===== src/rtl/axi4lite_master_bridge_if.sv =====
// Signal bundle for the AXI4-Lite master bridge: CPU request/response port plus the five AXI4-Lite channels.
// The master modport is the bridge side; the slave modport is the CPU/interconnect environment side.
interface axi4lite_master_bridge_if #(
    parameter int ADDRESS    = 32,
    parameter int DATA_WIDTH = 32
);
    logic                      cpu_req;
    logic                      cpu_we;
    logic [ADDRESS-1:0]        cpu_addr;
    logic [DATA_WIDTH-1:0]     cpu_wdata;
    logic [DATA_WIDTH/8-1:0]   cpu_wstrb;
    logic                      cpu_busy;
    logic                      cpu_done;
    logic                      cpu_err;
    logic [DATA_WIDTH-1:0]     cpu_rdata;

    logic [ADDRESS-1:0]        M_AWADDR;
    logic                      M_AWVALID;
    logic                      M_AWREADY;
    logic [DATA_WIDTH-1:0]     M_WDATA;
    logic [DATA_WIDTH/8-1:0]   M_WSTRB;
    logic                      M_WVALID;
    logic                      M_WREADY;
    logic [1:0]                M_BRESP;
    logic                      M_BVALID;
    logic                      M_BREADY;
    logic [ADDRESS-1:0]        M_ARADDR;
    logic                      M_ARVALID;
    logic                      M_ARREADY;
    logic [DATA_WIDTH-1:0]     M_RDATA;
    logic [1:0]                M_RRESP;
    logic                      M_RVALID;
    logic                      M_RREADY;

    modport master (
        input  cpu_req, cpu_we, cpu_addr, cpu_wdata, cpu_wstrb,
        output cpu_busy, cpu_done, cpu_err, cpu_rdata,
        output M_AWADDR, M_AWVALID, input M_AWREADY,
        output M_WDATA, M_WSTRB, M_WVALID, input M_WREADY,
        input  M_BRESP, M_BVALID, output M_BREADY,
        output M_ARADDR, M_ARVALID, input M_ARREADY,
        input  M_RDATA, M_RRESP, M_RVALID, output M_RREADY
    );

    modport slave (
        output cpu_req, cpu_we, cpu_addr, cpu_wdata, cpu_wstrb,
        input  cpu_busy, cpu_done, cpu_err, cpu_rdata,
        input  M_AWADDR, M_AWVALID, output M_AWREADY,
        input  M_WDATA, M_WSTRB, M_WVALID, output M_WREADY,
        output M_BRESP, M_BVALID, input M_BREADY,
        input  M_ARADDR, M_ARVALID, output M_ARREADY,
        output M_RDATA, M_RRESP, M_RVALID, input M_RREADY
    );
endinterface


===== src/rtl/axi4lite_master_bridge.sv =====
// Single-outstanding CPU-to-AXI4-Lite master bridge: one read or write at a time, one-cycle cpu_done pulse.
// Optional AXI_MASTER_TIMEOUT_EN adds an abort counter that ends a stalled transaction with cpu_err=1.
module axi4lite_master_bridge #(
    parameter int ADDRESS        = 32,
    parameter int DATA_WIDTH     = 32,
    parameter int TIMEOUT_CYCLES = 255
) (
    input  logic                     ACLK,
    input  logic                     ARESET,
    axi4lite_master_bridge_if.master bus
);
    localparam int STRB_W = DATA_WIDTH / 8;

    typedef enum logic [2:0] {
        IDLE  = 3'd0,
        WRITE = 3'd1,
        WRESP = 3'd2,
        RADDR = 3'd3,
        RDATA = 3'd4
    } state_t;

    state_t              state_reg;
    logic [ADDRESS-1:0]  addr_reg;
    logic [DATA_WIDTH-1:0] wdata_reg;
    logic [STRB_W-1:0]   wstrb_reg;
    logic [DATA_WIDTH-1:0] rdata_reg;
    logic                awvalid_reg;
    logic                wvalid_reg;
    logic                bready_reg;
    logic                arvalid_reg;
    logic                rready_reg;
    logic                done_reg;
    logic                err_reg;

    // A channel counts as finished if it already handshook earlier or handshakes this cycle.
    logic aw_ok;
    logic w_ok;
    assign aw_ok = !awvalid_reg || bus.M_AWREADY;
    assign w_ok  = !wvalid_reg  || bus.M_WREADY;

    if (DATA_WIDTH % 8 != 0 || TIMEOUT_CYCLES < 1) begin : g_param_check
        $error("axi4lite_master_bridge: DATA_WIDTH must be a multiple of 8 and TIMEOUT_CYCLES >= 1");
    end

`ifdef AXI_MASTER_TIMEOUT_EN
    localparam int TMO_W = $clog2(TIMEOUT_CYCLES + 1);
    localparam logic [TMO_W-1:0] TMO_LAST = TMO_W'(TIMEOUT_CYCLES - 1);
    logic [TMO_W-1:0] tmo_cnt_reg;
`endif

    always_ff @(posedge ACLK) begin
        if (ARESET) begin
            state_reg   <= IDLE;
            addr_reg    <= '0;
            wdata_reg   <= '0;
            wstrb_reg   <= '0;
            rdata_reg   <= '0;
            awvalid_reg <= 1'b0;
            wvalid_reg  <= 1'b0;
            bready_reg  <= 1'b0;
            arvalid_reg <= 1'b0;
            rready_reg  <= 1'b0;
            done_reg    <= 1'b0;
            err_reg     <= 1'b0;
`ifdef AXI_MASTER_TIMEOUT_EN
            tmo_cnt_reg <= '0;
`endif
        end else begin
            done_reg <= 1'b0;
            err_reg  <= 1'b0;
            case (state_reg)
                IDLE: begin
                    if (bus.cpu_req) begin
                        addr_reg  <= bus.cpu_addr;
                        wdata_reg <= bus.cpu_wdata;
                        wstrb_reg <= bus.cpu_wstrb;
                        if (bus.cpu_we) begin
                            state_reg   <= WRITE;
                            awvalid_reg <= 1'b1;
                            wvalid_reg  <= 1'b1;
                        end else begin
                            state_reg   <= RADDR;
                            arvalid_reg <= 1'b1;
                        end
                    end
                end
                WRITE: begin
                    if (bus.M_AWREADY) awvalid_reg <= 1'b0;
                    if (bus.M_WREADY)  wvalid_reg  <= 1'b0;
                    if (aw_ok && w_ok) begin
                        state_reg  <= WRESP;
                        bready_reg <= 1'b1;
                    end
                end
                WRESP: begin
                    if (bus.M_BVALID) begin
                        state_reg  <= IDLE;
                        bready_reg <= 1'b0;
                        done_reg   <= 1'b1;
                        err_reg    <= bus.M_BRESP[1];
                    end
                end
                RADDR: begin
                    if (bus.M_ARREADY) begin
                        state_reg   <= RDATA;
                        arvalid_reg <= 1'b0;
                        rready_reg  <= 1'b1;
                    end
                end
                RDATA: begin
                    if (bus.M_RVALID) begin
                        state_reg  <= IDLE;
                        rready_reg <= 1'b0;
                        rdata_reg  <= bus.M_RDATA;
                        done_reg   <= 1'b1;
                        err_reg    <= bus.M_RRESP[1];
                    end
                end
                default: state_reg <= IDLE;
            endcase
`ifdef AXI_MASTER_TIMEOUT_EN
            // Placed after the case so an abort overrides whatever the channel logic scheduled.
            if (state_reg == IDLE) begin
                tmo_cnt_reg <= '0;
            end else if (tmo_cnt_reg == TMO_LAST) begin
                tmo_cnt_reg <= '0;
                state_reg   <= IDLE;
                awvalid_reg <= 1'b0;
                wvalid_reg  <= 1'b0;
                bready_reg  <= 1'b0;
                arvalid_reg <= 1'b0;
                rready_reg  <= 1'b0;
                done_reg    <= 1'b1;
                err_reg     <= 1'b1;
            end else begin
                tmo_cnt_reg <= tmo_cnt_reg + 1'b1;
            end
`endif
        end
    end

    assign bus.cpu_busy  = (state_reg != IDLE);
    assign bus.cpu_done  = done_reg;
    assign bus.cpu_err   = err_reg;
    assign bus.cpu_rdata = rdata_reg;
    assign bus.M_AWADDR  = addr_reg;
    assign bus.M_AWVALID = awvalid_reg;
    assign bus.M_WDATA   = wdata_reg;
    assign bus.M_WSTRB   = wstrb_reg;
    assign bus.M_WVALID  = wvalid_reg;
    assign bus.M_BREADY  = bready_reg;
    assign bus.M_ARADDR  = addr_reg;
    assign bus.M_ARVALID = arvalid_reg;
    assign bus.M_RREADY  = rready_reg;
endmodule


===== src/flat_wrapper.sv =====
// flat-port wrapper written by rule: the top's interface ports become plain ports
module axi4lite_master_bridge_flat 
#(
    parameter int ADDRESS        = 32,
    parameter int DATA_WIDTH     = 32,
    parameter int TIMEOUT_CYCLES = 255
)
  (ACLK, ARESET, bus_cpu_req, bus_cpu_we, bus_cpu_addr, bus_cpu_wdata, bus_cpu_wstrb, bus_cpu_busy, bus_cpu_done, bus_cpu_err, bus_cpu_rdata, bus_M_AWADDR, bus_M_AWVALID, bus_M_AWREADY, bus_M_WDATA, bus_M_WSTRB, bus_M_WVALID, bus_M_WREADY, bus_M_BRESP, bus_M_BVALID, bus_M_BREADY, bus_M_ARADDR, bus_M_ARVALID, bus_M_ARREADY, bus_M_RDATA, bus_M_RRESP, bus_M_RVALID, bus_M_RREADY);
  axi4lite_master_bridge_if #(.ADDRESS(ADDRESS), .DATA_WIDTH(DATA_WIDTH)) bus_i ();
  input  logic ACLK;
  input  logic ARESET;
  input wire logic [$bits(bus_i.cpu_req)-1:0] bus_cpu_req;
  input wire logic [$bits(bus_i.cpu_we)-1:0] bus_cpu_we;
  input wire logic [$bits(bus_i.cpu_addr)-1:0] bus_cpu_addr;
  input wire logic [$bits(bus_i.cpu_wdata)-1:0] bus_cpu_wdata;
  input wire logic [$bits(bus_i.cpu_wstrb)-1:0] bus_cpu_wstrb;
  output wire logic [$bits(bus_i.cpu_busy)-1:0] bus_cpu_busy;
  output wire logic [$bits(bus_i.cpu_done)-1:0] bus_cpu_done;
  output wire logic [$bits(bus_i.cpu_err)-1:0] bus_cpu_err;
  output wire logic [$bits(bus_i.cpu_rdata)-1:0] bus_cpu_rdata;
  output wire logic [$bits(bus_i.M_AWADDR)-1:0] bus_M_AWADDR;
  output wire logic [$bits(bus_i.M_AWVALID)-1:0] bus_M_AWVALID;
  input wire logic [$bits(bus_i.M_AWREADY)-1:0] bus_M_AWREADY;
  output wire logic [$bits(bus_i.M_WDATA)-1:0] bus_M_WDATA;
  output wire logic [$bits(bus_i.M_WSTRB)-1:0] bus_M_WSTRB;
  output wire logic [$bits(bus_i.M_WVALID)-1:0] bus_M_WVALID;
  input wire logic [$bits(bus_i.M_WREADY)-1:0] bus_M_WREADY;
  input wire logic [$bits(bus_i.M_BRESP)-1:0] bus_M_BRESP;
  input wire logic [$bits(bus_i.M_BVALID)-1:0] bus_M_BVALID;
  output wire logic [$bits(bus_i.M_BREADY)-1:0] bus_M_BREADY;
  output wire logic [$bits(bus_i.M_ARADDR)-1:0] bus_M_ARADDR;
  output wire logic [$bits(bus_i.M_ARVALID)-1:0] bus_M_ARVALID;
  input wire logic [$bits(bus_i.M_ARREADY)-1:0] bus_M_ARREADY;
  input wire logic [$bits(bus_i.M_RDATA)-1:0] bus_M_RDATA;
  input wire logic [$bits(bus_i.M_RRESP)-1:0] bus_M_RRESP;
  input wire logic [$bits(bus_i.M_RVALID)-1:0] bus_M_RVALID;
  output wire logic [$bits(bus_i.M_RREADY)-1:0] bus_M_RREADY;
  assign bus_i.cpu_req = bus_cpu_req;
  assign bus_i.cpu_we = bus_cpu_we;
  assign bus_i.cpu_addr = bus_cpu_addr;
  assign bus_i.cpu_wdata = bus_cpu_wdata;
  assign bus_i.cpu_wstrb = bus_cpu_wstrb;
  assign bus_cpu_busy = bus_i.cpu_busy;
  assign bus_cpu_done = bus_i.cpu_done;
  assign bus_cpu_err = bus_i.cpu_err;
  assign bus_cpu_rdata = bus_i.cpu_rdata;
  assign bus_M_AWADDR = bus_i.M_AWADDR;
  assign bus_M_AWVALID = bus_i.M_AWVALID;
  assign bus_i.M_AWREADY = bus_M_AWREADY;
  assign bus_M_WDATA = bus_i.M_WDATA;
  assign bus_M_WSTRB = bus_i.M_WSTRB;
  assign bus_M_WVALID = bus_i.M_WVALID;
  assign bus_i.M_WREADY = bus_M_WREADY;
  assign bus_i.M_BRESP = bus_M_BRESP;
  assign bus_i.M_BVALID = bus_M_BVALID;
  assign bus_M_BREADY = bus_i.M_BREADY;
  assign bus_M_ARADDR = bus_i.M_ARADDR;
  assign bus_M_ARVALID = bus_i.M_ARVALID;
  assign bus_i.M_ARREADY = bus_M_ARREADY;
  assign bus_i.M_RDATA = bus_M_RDATA;
  assign bus_i.M_RRESP = bus_M_RRESP;
  assign bus_i.M_RVALID = bus_M_RVALID;
  assign bus_M_RREADY = bus_i.M_RREADY;
  axi4lite_master_bridge #(.ADDRESS(ADDRESS), .DATA_WIDTH(DATA_WIDTH), .TIMEOUT_CYCLES(TIMEOUT_CYCLES)) u_core (.ACLK(ACLK), .ARESET(ARESET), .bus(bus_i));
endmodule

===== config.mk =====
export PLATFORM = sky130hd
export DESIGN_NAME = axi4lite_master_bridge_flat
export DESIGN_NICKNAME = d
export VERILOG_FILES = /design/src/rtl/axi4lite_master_bridge_if.sv /design/src/rtl/axi4lite_master_bridge.sv /design/src/flat_wrapper.sv
export SDC_FILE = /design/constraint.sdc
export NUM_CORES = 1
export LEC_CHECK = 0
export ABC_CLOCK_PERIOD_IN_PS = 2640
export CORE_MARGIN = 1.5
export CORE_UTILIZATION = 40
export DETAILED_ROUTE_END_ITERATION = 10
export MAX_ROUTING_LAYER = met4
export PLACE_DENSITY = 0.95
export SLEW_MARGIN = 20
export SYNTH_ARGS = -nofsm -noshare
export SYNTH_HDL_FRONTEND = slang
export SYNTH_SLANG_ARGS = --single-unit

===== constraint.sdc =====
create_clock -name ACLK -period 2.64 [get_ports ACLK]
set_input_delay 0.528 -clock ACLK [delete_from_list [all_inputs] [get_ports ACLK]]
set_output_delay 0.528 -clock ACLK [all_outputs]
set_load 0.03 [all_outputs]

==> metrics.yaml, run 1 <==
grt:
  grt-ovfl-total: 0
  grt_usage_pct: 21.33
  grt_first_pass_wirelength_mm: 18.75
  grt_max_degree: 61
  grt_pass1_vias: 4024
  antenna_found_initial: 0
timing:
  final_max_slew_viol_count: 0
  finalSetupViolations: 0
  fmax_mhz: 401.0
  rsz0062_at_grt: "no"
  slew_headroom_pct: 63.33
  holdWs_ns: 0.4572
  min_period_ns: 2.494
  worst_pin_slew_ns: 0.5501
  hold_viol: 0
  finClkSkew_ns: 0.01602
  fin_crit_sh_pct: 94.47
  fin_tns_setup_ns: 0
clock_network:
  path_clk_slew_ns: 0.11
  cts_buffer_depth: 2
  cts.sinks: 110
  cts-root-buf: "clkbuf_8"
  post_cts_buffers: 0
  cts_buffers: 9
  cts_repair_resize_count: 0
  cts_hold_buf: 0
  clkLatencyLatePin_ns: 0.36
  cts_tree: "built"
  htree_levels: 3
floorplanning:
  dieArea_sq_um: 11200
  num_rows: 37
  start_util_pct: 41.15
  die_y_microns: 105.8
  chipWidth_microns: 105.8
  ioPinCount: 253
  core_sq_um: 10280
yosys:
  synth_ff_type: "dfxtp_1"
  synth_cell_types: 34
  synth_area_leaders: "dfxtp_1, nand2_1, a21oi_1"
  synth-async-reset-ratio_pct: 0
  synth_area_leader_cell: "dfxtp_1"
  synth_top_family_by_area: "simple AND/OR/NAND/NOR gates"
  netlist_area_sq_um: 4229
  synth_edf_count: 0
  muxShareOfSynthArea_pct: 0.5030
  synth_xor_area_share_pct: 0.2071
  synthSimpleGateAreaFrac_pct: 21.39
  yosys_warnings: 0
  synth_area_per_cell_sq_um: 8.055
  syn_nets: 638
  ys_seq_area_share_pct: 52.07
  synthCells: 525
  synth_compound_area_share_pct: 14.47
  yosys_register_bits: 110
  synth_top_area_share_pct: 52.07
  synth-adder-area-share_pct: 0
cells_and_area:
  fin_nets: 837
  layout_common_cells: "clkdlybuf4s50_1, nand2_1, dfxtp_1"
  area_growth_pct: 60.06
  drive_above_1_share_pct: 4.527
  final_cells: 865
  nFillCells: 848
  n_antenna_cell: 0
  final_common_cell: "clkdlybuf4s50_1"
  design_area_sq_um: 6769
worst_hold_path:
  hold_class: "flip-flop to flip-flop"
placed_design:
  postPlaceCellArea_sq_um: 6554
  placedCellCount: 849
  dp_hpwl_mm: 8.830
  portBuffers: 250
  gp_congestion: 0.8334
critical_path:
  path_max_fanout: 13
  cpMaxStageDelayCell: "dfxtp_1"
  max_stage_delay_ns: 0.67
  crit_type: "flip-flop to output port"
  worstPathCellList: "inv_1, nand2_1, clkdlybuf4s50_1"
  crit_required_ns: 2.11
  worstSetupStartpointType: "flip-flop"
  cp.arrival_ns: 1.97
  end_kind: "output port"
drt:
  drt_wl_total_mm: 11.91
  antenna_left: 0
  first_pass_iters: 4
  routedWlPerCell_microns: 13.76
  vias_per_cell: 4.778
  dr.first_iter.drc_count: 169
  drc: 0
  dr_total_vias: 4133
power_and_ir_drop:
  p_per_area_nw_per_um2: 637.5
  p_leak_uw: 0.002403
  ir_drop_uv: 401.3
run:
  cap_violations: 0
run_status:
  status: "finished clean"
synth_stat cells (all sizes together) (2+ instances only):
| cell | instances |
|---|---|
| o21ai | 2 |
| buf | 48 |
| clkbuf | 22 |
| a221o | 2 |
| nand2 | 203 |
| nor2 | 4 |
| a21oi | 106 |
| inv | 6 |
| dfxtp | 110 |
kinds of logic after synthesis:
kind of cell	count (synthesis)
xor+xnor	1
flops	110
buf+inv	76
compound gates	116
mux	2
simple gates	220
where the power goes:
| part | switching [uW] | internal, uW | leakage [uW] |
|---|---|---|---|
| combinational | 764 | 596 | 0.00140 |
| sequential | 97.4 | 1790 | 0.000897 |
| clock | 563 | 500 | 0.000107 |
critical path, delay by kind of cell (launching register included):
| kind | cells | cell delay [ns] |
|---|---|---|
| DFF | 1 | 0.67 |
| and+or+nand+nor | 1 | 0.11 |
| buffers and inverters | 2 | 0.82 |
per-stage QoR:
stage          worst slack, ns  util [%]  power, uW
2_1_floorplan           0.9908         -       2764
3_3_place_gp            0.3435     63.77       3265
3_5_place_dp            0.3246     63.77       3297
4_1_cts                 0.1309     65.86       4370
5_1_grt                0.06868     65.86       4516
6_report                0.1460     65.86       4315
path summary, 6_finish.rpt:
| kind | start | endpoint | slack, ns | depth (start not counted) |
|---|---|---|---|---|
| max | u_core.state_reg[0]$_SDFFE_PP0P_ | bus_cpu_busy | 0.15 | 3 |
| min | u_core.bus.cpu_rdata[11]$_SDFFE_PP0P_ | u_core.bus.cpu_rdata[11]$_SDFFE_PP0P_ | 0.46 | 2 |
| max reg2reg | u_core.state_reg[2]$_SDFFE_PP0P_ | u_core.bus.M_ARADDR[6]$_SDFFE_PP0P_ | 0.82 | 4 |
| min reg2reg | u_core.bus.cpu_rdata[11]$_SDFFE_PP0P_ | u_core.bus.cpu_rdata[11]$_SDFFE_PP0P_ | 0.46 | 2 |
routing by layer:
metal	routed length, microns	vias to the layer above	track usage [%]
li1	-	2053	-
met1	4725	1891	23.31
met2	6266	162	38.73
met3	628	27	4.143
met4	284	0	6.950
met5	0	-	-
area by class of cell:
| cell class | count | area, sq um | share of cell area (%) |
|---|---|---|---|
| multi-input combinational | 339 | 1562 | 23.07 |
| timing repair buffer | 258 | 2597 | 38.37 |
| sequential | 110 | 2202 | 32.53 |
| clock buffer | 11 | 151.4 | 2.237 |
| clock inverter | 5 | 63.81 | 0.9427 |
| inverter | 6 | 22.52 | 0.3327 |
| tap | 136 | 170.2 | 2.514 |
Power figures use the tool's default switching activity.
==> inputs of run 2 (changes only) <==
--- a/config.mk
+++ b/config.mk
@@ -6,7 +6,8 @@
 export NUM_CORES = 1
 export LEC_CHECK = 0
 export ABC_CLOCK_PERIOD_IN_PS = 2640
-export CORE_MARGIN = 1.5
+export CAP_MARGIN = 20
+export CORE_MARGIN = 4
 export CORE_UTILIZATION = 40
 export DETAILED_ROUTE_END_ITERATION = 10
 export MAX_ROUTING_LAYER = met4
==> run 2 against run 1 <==
Net effect: sequential power hardly changed; power is 3.9% lower; worst setup slack better by 0.019 ns; worst hold slack about the same; global-route usage decreased by 1.4 points; flip-flop and latch count stayed put; via count fell by 0.75%; clock power shrank 15%; critical endpoint unchanged; sequential share of layout area up 0.30 points; fmax grew 0.75%.
==> metrics.yaml, run 2 (same netlist as run 1, synthesis figures left out) <==
clock_network:
  cts_tree: "built"
  cts-root-buf: "clkbuf_8"
  cts_buffers: 9  # unchanged
  htree_levels: 3  # unchanged
  path_clk_slew_ns: 0.10  # about the same
  clkLatencyLatePin_ns: 0.35  # about the same
  post_cts_buffers: 0  # unchanged
  cts_buffer_depth: 2  # unchanged
  cts_hold_buf: 0  # unchanged
  cts.sinks: 110  # unchanged
  cts_repair_resize_count: 0  # unchanged
floorplanning:
  die_y_microns: 110.8  # +4.7%
  dieArea_sq_um: 12280  # +9.7%
  chipWidth_microns: 110.8  # +4.7%
  num_rows: 37  # unchanged
  start_util_pct: 40.96  # -0.18 points
  core_sq_um: 10320  # +0.45%
  ioPinCount: 253  # unchanged
cells_and_area:
  fin_nets: 837  # unchanged
  ff_latch_area_sq_um: 2202  # unchanged
  area_growth_pct: 58.58
  final_util_pct: 64.96  # -0.90 points
  multi_input_area_sq_um: 1562  # unchanged
  drive_above_1_share_pct: 4.121  # -0.41 points
  layout_common_cells: "clkdlybuf4s50_1, nand2_1, dfxtp_1"
  nFillCells: 842  # -0.71%
  n_antenna_cell: 0  # unchanged
  final_cells: 864  # -0.12%
  final_common_cell: "clkdlybuf4s50_1"
critical_path:
  crit_type: "flip-flop to output port"
  crit-reg2reg-capture: "u_core.bus.M_WDATA[12]$_SDFFE_PP0P_"
  reg2regPathDepth: 4  # unchanged
  path_max_fanout: 12  # -1
  end_kind: "output port"
  crit_required_ns: 2.11  # about the same
  worstSetupStartpointType: "flip-flop"
  cp.arrival_ns: 1.95  # -0.02 ns
  r2r_setup_slack_ns: 0.77  # -0.05 ns
  r2r-start: "u_core.state_reg[2]$_SDFFE_PP0P_"
timing:
  hold_viol: 0  # unchanged
  min_period_ns: 2.475  # -0.01869 ns
  fin_ws_ns: 0.1647  # +0.01869 ns
  fin_tns_setup_ns: 0  # unchanged
  slew_headroom_pct: 59.24  # -4.1 points
  rsz0062_at_grt: "no"
  final_max_slew_viol_count: 0  # unchanged
  fmax_mhz: 404.0  # +0.75%
  worst_pin_slew_ns: 0.6115  # +0.06138 ns
  finClkSkew_ns: 0.01443  # -0.001590 ns
  finalSetupViolations: 0  # unchanged
  fin_crit_sh_pct: 93.76  # -0.71 points
power_and_ir_drop:
  p_leak_uw: 0.002374  # -1.2%
  ir_drop_uv: 406.3  # +1.3%
  p_per_area_nw_per_um2: 618.3  # -3.0%
  finalPower_uw: 4146  # -3.9%
worst_hold_path:
  hold_end: "u_core.bus.cpu_rdata[30]$_SDFFE_PP0P_"
  whs_path_depth: 2  # unchanged
  hp-start: "u_core.bus.cpu_rdata[30]$_SDFFE_PP0P_"
  hold_class: "flip-flop to flip-flop"
drt:
  vias_per_cell: 4.748  # -0.64%
  first_pass_iters: 4  # unchanged
  drc: 0  # unchanged
  dr.first_iter.drc_count: 194  # +15%
  antenna_left: 0  # unchanged
  drt_wl_total_mm: 12.44  # +4.5%
  dr_total_vias: 4102  # -0.75%
  routedWlPerCell_microns: 14.39  # +4.6%
placed_design:
  portBuffers: 250  # unchanged
  preCtsSetupSlack_ns: 0.2989  # -0.02566 ns
  dp_hpwl_mm: 9.251  # +4.8%
  placedCellCount: 849  # unchanged
  gp_congestion: 0.8542  # +2.5%
grt:
  grt_pass1_vias: 3892  # -3.3%
  grt-ovfl-total: 0  # unchanged
  antenna_found_initial: 0  # unchanged
  grt_usage_pct: 19.89  # -1.4 points
  grt_first_pass_wirelength_mm: 19.61  # +4.6%
  grt_max_degree: 59  # -3.3%
run:
  cap_violations: 0  # unchanged
run_status:
  status: "finished clean"
-- run 2: cell count changes in the layout (fill, tap and decap cells not counted), sizes merged --
cell / before / now
bufinv: 1 / 0
clkinv: 1 / 2
inv: 8 / 7
-- run 2: how the worst max path moves through the flow --
| stage | end | startpoint | slack (ns) |
|---|---|---|---|
| after floorplan | u_core.bus.M_ARADDR[11]$_SDFFE_PP0P_ | bus_cpu_req | 0.99 |
| after global placement | u_core.bus.M_WDATA[15]$_SDFFE_PP0P_ | bus_cpu_req | 0.32 |
| after detailed placement | u_core.bus.M_ARADDR[0]$_SDFFE_PP0P_ | bus_cpu_req | 0.30 |
| after CTS | bus_cpu_busy | u_core.state_reg[1]$_SDFFE_PP0P_ | 0.13 |
| after global routing | bus_cpu_busy | u_core.state_reg[1]$_SDFFE_PP0P_ | 0.06 |
| final | bus_cpu_busy | u_core.state_reg[1]$_SDFFE_PP0P_ | 0.16 |
-- run 2: final cells by class --
class / instances / share of cell area, %
clock buffers: 11 / 1.959
repair buffers: 258 / 38.54
well taps: 136 / 2.537
clock inverters: 4 / 0.5037
multi-input cells: 339 / 23.28
flip-flops and latches: 110 / 32.84
inverters: 6 / 0.3358
-- run 2: critical path, cell delays in order (launching register included) --
cell,delay [ns]
dfxtp_1,0.65
nor2_1,0.16
nand2_1,0.12
clkdlybuf4s50_1,0.67
-- run 2: stage by stage --
step / instance area (sq um) / hold WS (ns)
detailed placement: 6541 / 0.4453
global placement: 6541 / 0.4412
CTS: 6706 / 0.4587
global route: 6706 / 0.4720
floorplan: 4229 / 0.5806
finish: 6706 / 0.4569
-- run 2: power by group --
| part | switching, uW | total, uW | internal, uW |
|---|---|---|---|
| sequential | 109 | 1900 | 1790 |
| clock | 549 | 897 | 347 |
| combinational | 755 | 1350 | 591 |
-- run 2: routing by layer --
layer  global-route usage (%)  wire [microns]  up-vias  share of wire (%)
met5                        -               0        -                  0
met4                    8.128             382        0                3.1
met3                    3.657             663       28                5.3
met2                    34.67            6397      168                 51
met1                    22.45            4991     1857                 40
li1                         -               -     2049                  -
